$ cat src/rtl/uc_seq_if.sv
// Control bus between the sequencing unit and the 8-bit datapath:
// instruction/flag inputs to the controller and its strobe outputs.
interface uc_seq_if;
   logic [5:0] opcode;
   logic       z;
   logic       s_inc;
   logic       s_inm;
   logic       we3;
   logic       wez;
   logic       s_pila;
   logic       push;
   logic       pop;
   logic       we4;
   logic       s_data;
   logic [2:0] op_alu;
   logic       pc_en;

   modport master (
      input  opcode, z,
      output s_inc, s_inm, we3, wez, s_pila,
      output push, pop, we4, s_data, op_alu, pc_en
   );

   modport slave (
      output opcode, z,
      input  s_inc, s_inm, we3, wez, s_pila,
      input  push, pop, we4, s_data, op_alu, pc_en
   );
endinterface

$ cat src/rtl/uc_seq.sv
// Sequencing control unit: opcode decode, run/halt/step debug control,
// call-depth traps and a retired-instruction counter.
module uc_seq #(
   parameter int STACK_DEPTH = 8,
   parameter int DW          = 4,
   parameter int CNT_W       = 16
) (
   input  logic             clk,
   input  logic             reset,
   uc_seq_if.master         bus,
   input  logic             run_req,
   input  logic             step_req,
   input  logic             halt_req,
   output logic             halted,
   output logic [1:0]       err,
   output logic [DW-1:0]    depth,
   output logic [CNT_W-1:0] instr_cnt
);

   typedef enum logic [1:0] {
      ST_RUN,
      ST_HALT,
      ST_STEP
   } state_t;

   localparam logic [1:0] ERR_NONE = 2'b00;
   localparam logic [1:0] ERR_OVF  = 2'b01;
   localparam logic [1:0] ERR_UNF  = 2'b10;
   localparam logic [1:0] ERR_ILL  = 2'b11;

   state_t           state_q;
   state_t           state_d;
   logic [1:0]       err_q;
   logic [1:0]       err_d;
   logic [DW-1:0]    depth_q;
   logic [DW-1:0]    depth_d;
   logic [CNT_W-1:0] cnt_q;
   logic [CNT_W-1:0] cnt_d;

   logic is_alu;
   logic is_li;
   logic is_ld;
   logic is_st;
   logic is_j;
   logic is_jz;
   logic is_jnz;
   logic is_call;
   logic is_ret;
   logic is_hlt;
   logic legal;

   logic       exec;
   logic       ovf;
   logic       unf;
   logic       trap;
   logic       retire;
   logic [1:0] trap_code;

   assign is_alu  = (bus.opcode[5:3] == 3'b000);
   assign is_li   = (bus.opcode == 6'b001000);
   assign is_ld   = (bus.opcode == 6'b001001);
   assign is_st   = (bus.opcode == 6'b001010);
   assign is_j    = (bus.opcode == 6'b010000);
   assign is_jz   = (bus.opcode == 6'b010001);
   assign is_jnz  = (bus.opcode == 6'b010010);
   assign is_call = (bus.opcode == 6'b010011);
   assign is_ret  = (bus.opcode == 6'b010100);
   assign is_hlt  = (bus.opcode == 6'b111111);

   assign legal = is_alu | is_li | is_ld | is_st
                | is_j | is_jz | is_jnz
                | is_call | is_ret | is_hlt;

   // Reset suppresses execution so an aborted instruction never writes.
   assign exec   = !reset && (state_q != ST_HALT);
   assign ovf    = is_call && (depth_q == DW'(STACK_DEPTH));
   assign unf    = is_ret && (depth_q == '0);
   assign trap   = exec && (!legal || ovf || unf);
   assign retire = exec && !trap;

   always_comb begin
      trap_code = ERR_NONE;
      unique case (1'b1)
         !legal:  trap_code = ERR_ILL;
         ovf:     trap_code = ERR_OVF;
         unf:     trap_code = ERR_UNF;
         default: trap_code = ERR_NONE;
      endcase
   end

   always_comb begin
      bus.s_inc  = 1'b0;
      bus.s_inm  = 1'b0;
      bus.we3    = 1'b0;
      bus.wez    = 1'b0;
      bus.s_pila = 1'b0;
      bus.push   = 1'b0;
      bus.pop    = 1'b0;
      bus.we4    = 1'b0;
      bus.s_data = 1'b0;
      bus.op_alu = 3'b000;
      bus.pc_en  = 1'b0;
      if (retire) begin
         bus.s_inc = 1'b1;
         bus.pc_en = 1'b1;
         unique case (1'b1)
            is_alu: begin
               bus.we3    = 1'b1;
               bus.wez    = 1'b1;
               bus.op_alu = bus.opcode[2:0];
            end
            is_li: begin
               bus.we3   = 1'b1;
               bus.s_inm = 1'b1;
            end
            is_ld: begin
               bus.we3    = 1'b1;
               bus.s_inm  = 1'b1;
               bus.s_data = 1'b1;
            end
            is_st:  bus.we4   = 1'b1;
            is_j:   bus.s_inc = 1'b0;
            is_jz:  bus.s_inc = ~bus.z;
            is_jnz: bus.s_inc = bus.z;
            is_call: begin
               bus.push  = 1'b1;
               bus.s_inc = 1'b0;
            end
            is_ret: begin
               bus.pop    = 1'b1;
               bus.s_pila = 1'b1;
            end
            default: bus.s_inc = 1'b1;
         endcase
      end
   end

   always_comb begin
      state_d = state_q;
      err_d   = err_q;
      depth_d = depth_q;
      cnt_d   = cnt_q;
      unique case (state_q)
         ST_RUN, ST_STEP: begin
            if (trap) begin
               err_d   = trap_code;
               state_d = ST_HALT;
            end else if (retire) begin
               cnt_d = cnt_q + CNT_W'(1);
               if (is_call) depth_d = depth_q + DW'(1);
               if (is_ret)  depth_d = depth_q - DW'(1);
               if (state_q == ST_STEP || halt_req || is_hlt)
                  state_d = ST_HALT;
               else
                  state_d = ST_RUN;
            end
         end
         ST_HALT: begin
            if (run_req) begin
               state_d = ST_RUN;
               err_d   = ERR_NONE;
            end else if (step_req) begin
               state_d = ST_STEP;
               err_d   = ERR_NONE;
            end
         end
         default: state_d = ST_RUN;
      endcase
   end

   always_ff @(posedge clk) begin
      if (reset) begin
         state_q <= ST_RUN;
         err_q   <= ERR_NONE;
         depth_q <= '0;
         cnt_q   <= '0;
      end else begin
         state_q <= state_d;
         err_q   <= err_d;
         depth_q <= depth_d;
         cnt_q   <= cnt_d;
      end
   end

   // Status outputs read as zero throughout the reset cycle.
   assign halted    = !reset && (state_q == ST_HALT);
   assign err       = reset ? ERR_NONE : err_q;
   assign depth     = reset ? '0 : depth_q;
   assign instr_cnt = reset ? '0 : cnt_q;

endmodule

$ cat src/flat_wrapper.sv
// flat-port wrapper written by rule: the top's interface ports become plain ports
module uc_seq_flat 
#(
   parameter int STACK_DEPTH = 8,
   parameter int DW          = 4,
   parameter int CNT_W       = 16
)
  (clk, reset, run_req, step_req, halt_req, halted, err, depth, instr_cnt, bus_opcode, bus_z, bus_s_inc, bus_s_inm, bus_we3, bus_wez, bus_s_pila, bus_push, bus_pop, bus_we4, bus_s_data, bus_op_alu, bus_pc_en);
  uc_seq_if bus_i ();
  input  logic clk;
  input  logic reset;
  input  logic run_req;
  input  logic step_req;
  input  logic halt_req;
  output logic halted;
  output logic [1:0] err;
  output logic [DW-1:0] depth;
  output logic [CNT_W-1:0] instr_cnt;
  input wire logic [$bits(bus_i.opcode)-1:0] bus_opcode;
  input wire logic [$bits(bus_i.z)-1:0] bus_z;
  output wire logic [$bits(bus_i.s_inc)-1:0] bus_s_inc;
  output wire logic [$bits(bus_i.s_inm)-1:0] bus_s_inm;
  output wire logic [$bits(bus_i.we3)-1:0] bus_we3;
  output wire logic [$bits(bus_i.wez)-1:0] bus_wez;
  output wire logic [$bits(bus_i.s_pila)-1:0] bus_s_pila;
  output wire logic [$bits(bus_i.push)-1:0] bus_push;
  output wire logic [$bits(bus_i.pop)-1:0] bus_pop;
  output wire logic [$bits(bus_i.we4)-1:0] bus_we4;
  output wire logic [$bits(bus_i.s_data)-1:0] bus_s_data;
  output wire logic [$bits(bus_i.op_alu)-1:0] bus_op_alu;
  output wire logic [$bits(bus_i.pc_en)-1:0] bus_pc_en;
  assign bus_i.opcode = bus_opcode;
  assign bus_i.z = bus_z;
  assign bus_s_inc = bus_i.s_inc;
  assign bus_s_inm = bus_i.s_inm;
  assign bus_we3 = bus_i.we3;
  assign bus_wez = bus_i.wez;
  assign bus_s_pila = bus_i.s_pila;
  assign bus_push = bus_i.push;
  assign bus_pop = bus_i.pop;
  assign bus_we4 = bus_i.we4;
  assign bus_s_data = bus_i.s_data;
  assign bus_op_alu = bus_i.op_alu;
  assign bus_pc_en = bus_i.pc_en;
  uc_seq #(.STACK_DEPTH(STACK_DEPTH), .DW(DW), .CNT_W(CNT_W)) u_core (.clk(clk), .reset(reset), .bus(bus_i), .run_req(run_req), .step_req(step_req), .halt_req(halt_req), .halted(halted), .err(err), .depth(depth), .instr_cnt(instr_cnt));
endmodule
$ cat config.mk
export PLATFORM = sky130hd
export DESIGN_NAME = uc_seq_flat
export DESIGN_NICKNAME = d
export VERILOG_FILES = /design/src/rtl/uc_seq_if.sv /design/src/rtl/uc_seq.sv /design/src/flat_wrapper.sv
export SDC_FILE = /design/constraint.sdc
export NUM_CORES = 1
export LEC_CHECK = 0
export CAP_MARGIN = 20
export CELL_PAD_IN_SITES_DETAIL_PLACEMENT = 0
export CELL_PAD_IN_SITES_GLOBAL_PLACEMENT = 2
export CORE_UTILIZATION = 29
export CTS_CLUSTER_DIAMETER = 200
export CTS_CLUSTER_SIZE = 12
export DETAILED_ROUTE_END_ITERATION = 8
export PLACE_DENSITY = 0.85
export SLEW_MARGIN = 20
export SYNTH_ARGS = -nofsm -noshare
export SYNTH_HDL_FRONTEND = slang
export SYNTH_SLANG_ARGS = --single-unit
$ cat constraint.sdc
create_clock -name clk -period 5.58 [get_ports clk]
set_input_delay 0.837 -clock clk [delete_from_list [all_inputs] [get_ports clk]]
set_output_delay 0.837 -clock clk [all_outputs]
set_load 0.01 [all_outputs]
==> summary.md, run 1 <==
| Metric | Value |
|---|---|
| Postcts setup bufs | 0 |
| Hold Buf Count CTS | 0 |
| Post-cts resize count | 0 |
| H-Tree Level Count | 1 |
| First-pass GRT wire length | 6.90 mm |
| Register area share after synthesis | 0.291 |
| Pwr dens | 180 nW/um^2 |
| Root buf cell | clkbuf_8 |
| CP Data Required Time | 4.74 ns |
| 1st-pass router iterations | 4 |
| Initial Utilization | 0.300 |
| Worst setup EP type | output pin |
| Fill cells | 573 |
| Startpoint Class | primary input |
| Hold violation total from the final report | 0 |
| Worst skew pair latency | 0.28 ns |
| Area of the multi-input gates | 1040 um^2 |
| Fraction of layout cells with a size suffix above 1 | 0.0905 |
| Worst-Margin Slew | 0.814 ns |
| Leak | 0.765 nW |
| Worst slack, placed | 1.37 ns |
| Storage cell area | 480 um^2 |
| RSZ-0062 raised after global routing | no |
| Asr flop ratio synth | 0 |
| Slew headroom | 0.455 |
| Worst-case clock buffer depth | 2 |
| Overall power | 0.397 mW |
| Post-route ant nets | 0 |
| Worst Skew | 0.00387 ns |
| Hold crit path type | reg2reg |
| Final min period | 4.17 ns |
| Hold WS | 0.482 ns |
| Max Cap Viol | 0 |
| RePlAce Congestion | 0.763 |
| Clock transition at the registers of the reported paths | 0.09 ns |
| Inserted Diodes | 0 |
| Vias per cell | 4.89 |
| CP max FO | 12 |
| Synth area leaders | dfxtp_1 (29%), nor2_1 (7.1%), nor2b_1 (6.8%), mux2_2 (6.1%), o31ai_1 (2.7%) |
| Final #Nets | 260 |
| Inst Count DP | 311 |
| Vias in the first global route | 1512 |
| Final wirelength | 3.88 mm |
| Synth cell count leaders | nor2_1 (31), dfxtp_1 (24), nor2b_1 (18) |
| Most frequent cell after synthesis | nor2_1 |
| Std cell rows | 27 |
| Core footprint | 5510 um^2 |
| Die W | 77.4 um |
| Post-Layout Inst Area | 2200 um^2 |
| Finished Core Util | 0.400 |
| Residual DRC | 0 |
| Clk sink count | 24 |
| Pins over their slew limit | 0 |
| Syn nets | 222 |
| CTS tree | done |
| Area leader, netlist | dfxtp_1 |
| Synthesized instance count | 206 |
| Wire per inst | 12.3 um |
| Setup ws final | 1.41 ns |
| Critical path type | in2out |
| DIE HEIGHT | 77.4 um |
| Area Overhead vs Synth | 33.4% |
| Fmax | 0.240 GHz |
| Mean Syn Cell Area | 8.01 um^2 |
| Vias | 1541 |
| Iter 0 DRT Violations | 54 |
| Final setup fails | 0 |
| Pin count of the biggest net entering global routing | 46 |
| Cell Area, Synth | 1650 um^2 |
| Grt ovf | 0 |
| Setup TNS | 0 ns |
| Tot GR Track Use | 0.140 |
| Die area | 6000 um^2 |
| Worst-case vdd ir drop | 69.3 uV |
| CTS Buf Count | 3 |
| Status | completed |
| Final period util | 0.747 |
| Final Non-Filler Cells | 315 |
| Top FF cell, synth | dfxtp_1 |
| FF+latch count, synth | 24 |
| Post-synth EDFFs | 0 |
| HPWL after detailed placement | 2.84 mm |
| Placed cell areas | 2130 um^2 |
| Initial antenna violation count | 0 |
| # port buffers | 47 |
| Top cell type's share of synthesized area | 0.291 |
| Yosys warning total | 0 |
| # IOs | 48 |
| Crit path arrival time | 3.33 ns |
| Synth cell types | 42 |
[layer usage]
metal  share of wire  vias to the layer above  GRT usage
met3           0.044                        5     0.0282
met2            0.41                       34      0.205
met5               0                        -          0
met1            0.53                      709      0.200
li1                -                      793          -
met4           0.015                        0     0.0509
[cell families (layout without fill, tap and decap cells)]
kind of cell | Yosys count | count (layout) | synth area share
xor+xnor | 3 | 3 | 0.0159
buf+inv | 26 | 63 | 0.0788
mux | 10 | 10 | 0.0675
fa+ha+maj | 4 | 4 | 0.0349
simple gates | 103 | 103 | 0.343
compound gates | 36 | 36 | 0.169
flops | 24 | 24 | 0.291
[cell type report]
type	count	area share
Timing Repair Buffer	48	0.217
Clock buffer	3	0.0188
Clock inverter	1	0.0136
Multi-Input combinational cell	156	0.472
Inverter	11	0.0188
Sequential cell	24	0.218
Tap cell	72	0.0409
[placed cells by master, fill, tap and decap left out, types with 5 or more instances in the layout]
cell type / Yosys / final
clkdlybuf4s50_1: 0 / 47
dfxtp_1: 24 / 24
inv_1: 11 / 11
mux2_2: 9 / 9
nand2_1: 11 / 11
nand3_1: 5 / 5
nand4_1: 5 / 5
nor2_1: 31 / 31
nor2b_1: 18 / 18
nor3_1: 6 / 6
o21ai_0: 8 / 8
o31ai_1: 6 / 6
[flip-flops by register name (all words and copies together), names as in the netlist]
| signal | cells |
|---|---|
| u_core.state_q | 2 |
| u_core.err_q | 2 |
| u_core.cnt_q | 16 |
| u_core.depth_q | 4 |
[worst max-delay path: stages]
cell             delay, ns
clkdlybuf4s50_1       0.60
or3_4                 0.48
a21oi_4               0.22
o211ai_2              0.21
nor4_2                0.29
and2_1                0.17
clkdlybuf4s50_1       0.53
[power breakdown]
part	total [mW]	leakage [nW]	internal, mW	switching (mW)
Clock	0.159	0.0357	0.0961	0.0631
Combinational	0.0582	0.535	0.0272	0.0310
Sequential	0.179	0.194	0.175	0.00438
[worst paths after layout]
| path | start | to | slack, ns | cells past startpoint |
|---|---|---|---|---|
| worst min register to register | u_core.cnt_q[15] | u_core.cnt_q[15] | 0.48 | 2 |
| worst min-delay path | u_core.cnt_q[15] | u_core.cnt_q[15] | 0.48 | 2 |
| worst max register to register | u_core.depth_q[3] | u_core.cnt_q[15] | 3.54 | 5 |
| worst max-delay path | bus_opcode[0] | bus_op_alu[1] | 1.41 | 7 |
Note: power is estimated with default switching activity, not from simulation.
==> run 2, diff against run 1 <==
CORE_UTILIZATION = 27   (was 29)
PLACE_DENSITY = 0.79   (was 0.85)
clock period = 4.1 ns   (was 5.58 ns; I/O delays follow)
==> summary.md, run 2 (same netlist as run 1, synthesis figures left out) <==
| Metric | Value |
|---|---|
| Root buf cell | clkbuf_8 |
| Largest register by flop count | u_core.cnt_q |
| Fraction of layout cells with a size suffix above 1 | 0.0943 |
| Final period util | 0.916 |
| Met2 WL | 1.59 mm |
| Post-route ant nets | 0 |
| Tot GR Track Use | 0.132 |
| Clock transition at the registers of the reported paths | 0.09 ns |
| Max Cap Viol | 0 |
| Finished Core Util | 0.374 |
| # port buffers | 47 |
| 1st-pass router iterations | 4 |
| Status | completed |
| Slew headroom | 0.438 |
| Worst-Margin Slew | 0.840 ns |
| Wire per inst | 12.5 um |
| Inst Count DP | 315 |
| Fmax | 0.266 GHz |
| Clk sink count | 24 |
| Die area | 6430 um^2 |
| Hold Buf Count CTS | 0 |
| Vias | 1532 |
| Worst Skew | 0.00417 ns |
| Top layer in use | met4 |
| Pins over their slew limit | 0 |
| Setup ws final | 0.345 ns |
| H-Tree Level Count | 1 |
| Die W | 80.2 um |
| Initial antenna violation count | 0 |
| Met1 Routed Length | 2.18 mm |
| Final Non-Filler Cells | 319 |
| Worst-case vdd ir drop | 115 uV |
| Final setup fails | 0 |
| Core footprint | 5920 um^2 |
| Std cell rows | 28 |
| # IOs | 48 |
| Setup TNS | 0 ns |
| RSZ-0062 raised after global routing | no |
| Grt ovf | 0 |
| Pin count of the biggest net entering global routing | 45 |
| Postcts setup bufs | 0 |
| HPWL after detailed placement | 2.94 mm |
| Biggest regs | u_core.cnt_q (16), u_core.depth_q (4) |
| Startpoint Class | primary input |
| Inserted Diodes | 0 |
| DIE HEIGHT | 80.2 um |
| Hold violation total from the final report | 0 |
| Pwr dens | 244 nW/um^2 |
| Worst slack, placed | 0.338 ns |
| Vias in the first global route | 1367 |
| Area Overhead vs Synth | 34.0% |
| Met3 WL | 157 um |
| Commonest non-fill, non-tap cell in the layout | clkdlybuf4s50_1 |
| CTS Buf Count | 3 |
| Hold crit path type | reg2reg |
| CP Data Required Time | 3.48 ns |
| Post-cts resize count | 0 |
| Hold WS | 0.485 ns |
| Final min period | 3.76 ns |
| Max reg flops | 16 |
| Critical path type | in2out |
| Final wirelength | 3.97 mm |
| Worst skew pair latency | 0.27 ns |
| Iter 0 DRT Violations | 47 |
| Initial Utilization | 0.279 |
| RePlAce Congestion | 0.706 |
| Final #Nets | 261 |
| Leak | 0.770 nW |
| CP max FO | 12 |
| Crit path arrival time | 3.14 ns |
| First-pass GRT wire length | 6.54 mm |
| Most frequent cells in the layout | clkdlybuf4s50_1 (47), nor2_1 (31), dfxtp_1 (24) |
| Vias per cell | 4.80 |
| CTS tree | done |
| Worst setup EP type | output pin |
| Worst-case clock buffer depth | 2 |
| Residual DRC | 0 |
run 2: cell count changes in the layout (fill, tap and decap cells not counted), sizes merged:
| cell | previous run | this run |
|---|---|---|
| buf | 1 | 2 |
run 2: path summary, 6_finish.rpt:
path,start,endpoint,slack (ns),cells past startpoint
setup reg to reg,u_core.depth_q[3],u_core.cnt_q[15],2.04,5
setup / recovery,bus_opcode[0],bus_op_alu[0],0.34,7
hold / removal,u_core.cnt_q[15],u_core.cnt_q[15],0.48,2
hold reg to reg,u_core.cnt_q[15],u_core.cnt_q[15],0.48,2
run 2: stage by stage:
stage                     total power, mW  cell area, um^2
after floorplan                     0.303             1650
after global placement              0.331             2140
after detailed placement            0.331             2140
after CTS                           0.549             2210
after global routing                0.568             2210
final                               0.540             2210
run 2: layout make-up:
| cell class | count | area, um^2 |
|---|---|---|
| inverters | 11 | 41.3 |
| well taps | 75 | 93.8 |
| multi-input cells | 156 | 1040 |
| fillers | 636 | 3710 |
| repair buffers | 49 | 485 |
| clock buffers | 3 | 41.3 |
| clock inverters | 1 | 30.0 |
| flip-flops and latches | 24 | 480 |
run 2: power by group:
group | total [mW] | switching, mW | leakage, nW | internal [mW]
Sequential | 0.245 | 0.00627 | 0.194 | 0.238
Combinational | 0.0803 | 0.0427 | 0.540 | 0.0376
Clock | 0.215 | 0.0846 | 0.0357 | 0.131
run 2: routing by layer:
layer  vias to the layer above  track usage
met5                         -            0
met4                         0       0.0536
met3                         4       0.0182
met2                        31        0.188
met1                       696        0.195
li1                        801            -
run 2: critical path, stage by stage:
cell	delay, ns
clkdlybuf4s50_1	0.59
or3_4	0.47
a21oi_4	0.22
o211ai_2	0.20
nor4_2	0.31
and2_1	0.19
clkdlybuf4s50_1	0.54
==> run 3, diff against run 2 <==
ABC_AREA = 1   (was default)
CORE_UTILIZATION = 26   (was 27)
CTS_CLUSTER_SIZE = 14   (was 12)
PLACE_DENSITY = 0.8   (was 0.79)
==> summary.md, run 3 <==
| Metric | Value |
|---|---|
| Synth cell count leaders | nor2_1 (57), nand2_1 (56), inv_1 (39) |
| Most frequent cells in the layout | nor2_1 (57), nand2_1 (56), clkdlybuf4s50_1 (46) |
| Yosys warning total | 0 |
| Max reg flops | 16 |
| Core footprint | 6830 um^2 |
| Asr flop ratio synth | 0 |
| Critical path type | in2out |
| # port buffers | 47 |
| Final period util | 0.855 |
| RePlAce Congestion | 0.722 |
| FF+latch count, synth | 24 |
| Top layer in use | met4 |
| Clock transition at the registers of the reported paths | 0.08 ns |
| Post-route ant nets | 0 |
| Hold crit path type | reg2reg |
| Initial Utilization | 0.270 |
| Synth area leaders | dfxtp_1 (26%), nor2_1 (12%), nand2_1 (11%), inv_1 (7.9%), xor2_1 (6.7%) |
| Largest register by flop count | u_core.cnt_q |
| Post-cts resize count | 0 |
| Die area | 7430 um^2 |
| Status | completed |
| Hold violation total from the final report | 0 |
| Register area share after synthesis | 0.261 |
| Crit path arrival time | 2.89 ns |
| # IOs | 48 |
| Root buf cell | clkbuf_8 |
| Worst-case clock buffer depth | 2 |
| Residual DRC | 0 |
| Worst setup EP type | output pin |
| Biggest regs | u_core.cnt_q (16), u_core.depth_q (4) |
| Fmax | 0.285 GHz |
| Overall power | 0.474 mW |
| Synthesized instance count | 283 |
| Fraction of layout cells with a size suffix above 1 | 0.114 |
| Grt ovf | 0 |
| Post-synth EDFFs | 0 |
| Postcts setup bufs | 0 |
| Syn nets | 299 |
| Met2 WL | 2.03 mm |
| HPWL after detailed placement | 3.58 mm |
| Vias in the first global route | 1647 |
| Worst-Margin Slew | 0.603 ns |
| Inserted Diodes | 0 |
| Synth cell types | 29 |
| Final min period | 3.50 ns |
| Leak | 0.864 nW |
| Clk sink count | 24 |
| Final setup fails | 0 |
| Final Non-Filler Cells | 420 |
| Tot GR Track Use | 0.126 |
| Hold Buf Count CTS | 0 |
| Die W | 86.2 um |
| Pins over their slew limit | 0 |
| Top cell type's share of synthesized area | 0.261 |
| First-pass GRT wire length | 7.59 mm |
| Met3 WL | 129 um |
| Worst Skew | 0.00409 ns |
| Finished Core Util | 0.352 |
| Commonest non-fill, non-tap cell in the layout | nor2_1 |
| Pin count of the biggest net entering global routing | 44 |
| Wire per inst | 11.0 um |
| Fill cells | 768 |
| Initial antenna violation count | 0 |
| Area leader, netlist | dfxtp_1 |
| H-Tree Level Count | 1 |
| CTS Buf Count | 3 |
| Vias per cell | 4.22 |
| RSZ-0062 raised after global routing | no |
| Cell Area, Synth | 1840 um^2 |
| Std cell rows | 30 |
| Vias | 1772 |
| Worst-case vdd ir drop | 84.8 uV |
| CP Data Required Time | 3.48 ns |
| 1st-pass router iterations | 4 |
| Iter 0 DRT Violations | 56 |
| Mean Syn Cell Area | 6.51 um^2 |
| Startpoint Class | primary input |
| Final wirelength | 4.62 mm |
| Most frequent cell after synthesis | nor2_1 |
| Final #Nets | 342 |
| CTS tree | done |
| DIE HEIGHT | 86.2 um |
| Met1 Routed Length | 2.43 mm |
| Max Cap Viol | 0 |
| CP max FO | 14 |
| Setup TNS | 0 ns |
| Top FF cell, synth | dfxtp_1 |
| Area Overhead vs Synth | 30.5% |
| Pwr dens | 197 nW/um^2 |
| Inst Count DP | 417 |
| Slew headroom | 0.598 |
| Worst skew pair latency | 0.27 ns |
==> run 3: layer usage <==
layer,up-vias,GRT usage
met3,2,0.0200
met4,0,0.0227
met1,784,0.176
met2,25,0.208
met5,-,0
li1,961,-
==> run 3: stage by stage <==
| stage | worst slack, ns | hold WS [ns] | cell area [um^2] |
|---|---|---|---|
| after floorplan | 1.83 | 0.443 | 1840 |
| after global placement | 0.594 | 0.454 | 2360 |
| after detailed placement | 0.565 | 0.460 | 2360 |
| after CTS | 0.558 | 0.474 | 2400 |
| after global routing | 0.387 | 0.496 | 2400 |
| final | 0.596 | 0.470 | 2400 |
==> run 3: final timing paths <==
path                      from                to  slack (ns)  cells past startpoint
min           u_core.cnt_q[14]  u_core.cnt_q[14]        0.47                      2
max reg2reg  u_core.state_q[0]  u_core.cnt_q[14]        2.21                      7
max              bus_opcode[4]     bus_op_alu[2]        0.60                     12
min reg2reg   u_core.cnt_q[14]  u_core.cnt_q[14]        0.47                      2
==> run 3: layout make-up <==
class,count,area (um^2),share of cell area
Inverter,42,160,0.0666
Multi-Input combinational cell,207,1130,0.470
Sequential cell,24,480,0.200
Clock buffer,3,41.3,0.0172
Tap cell,96,120,0.0499
Timing Repair Buffer,48,473,0.197
==> run 3: power by group <==
group	internal [mW]	switching, mW	leakage, nW	total, mW
registers	0.239	0.00404	0.194	0.243
logic	0.0321	0.0562	0.649	0.0882
clock network	0.0658	0.0769	0.0216	0.143
total	0.337	0.137	0.864	0.474
==> run 3: logic make-up (layout without fill, tap and decap cells) <==
logic type	count (synthesis)	in the layout	synth area share
AOI/OAI and AO/OA	28	28	0.0957
xor gates and xnor gates	15	15	0.0713
adders and majority gates	4	4	0.0312
buffers and inverters	52	93	0.126
DFF	24	24	0.261
and+or+nand+nor	160	160	0.415
==> run 3: critical path: stages <==
cell and delay, ns:
clkdlybuf4s50_1 0.52, inv_1 0.05, nor2_1 0.15, nand3_2 0.12, nand2_2 0.10, nor2_1 0.07
nand2_4 0.10, nand3_4 0.13, inv_4 0.21, nand3_1 0.17, nor2_1 0.12, clkdlybuf4s50_1 0.54
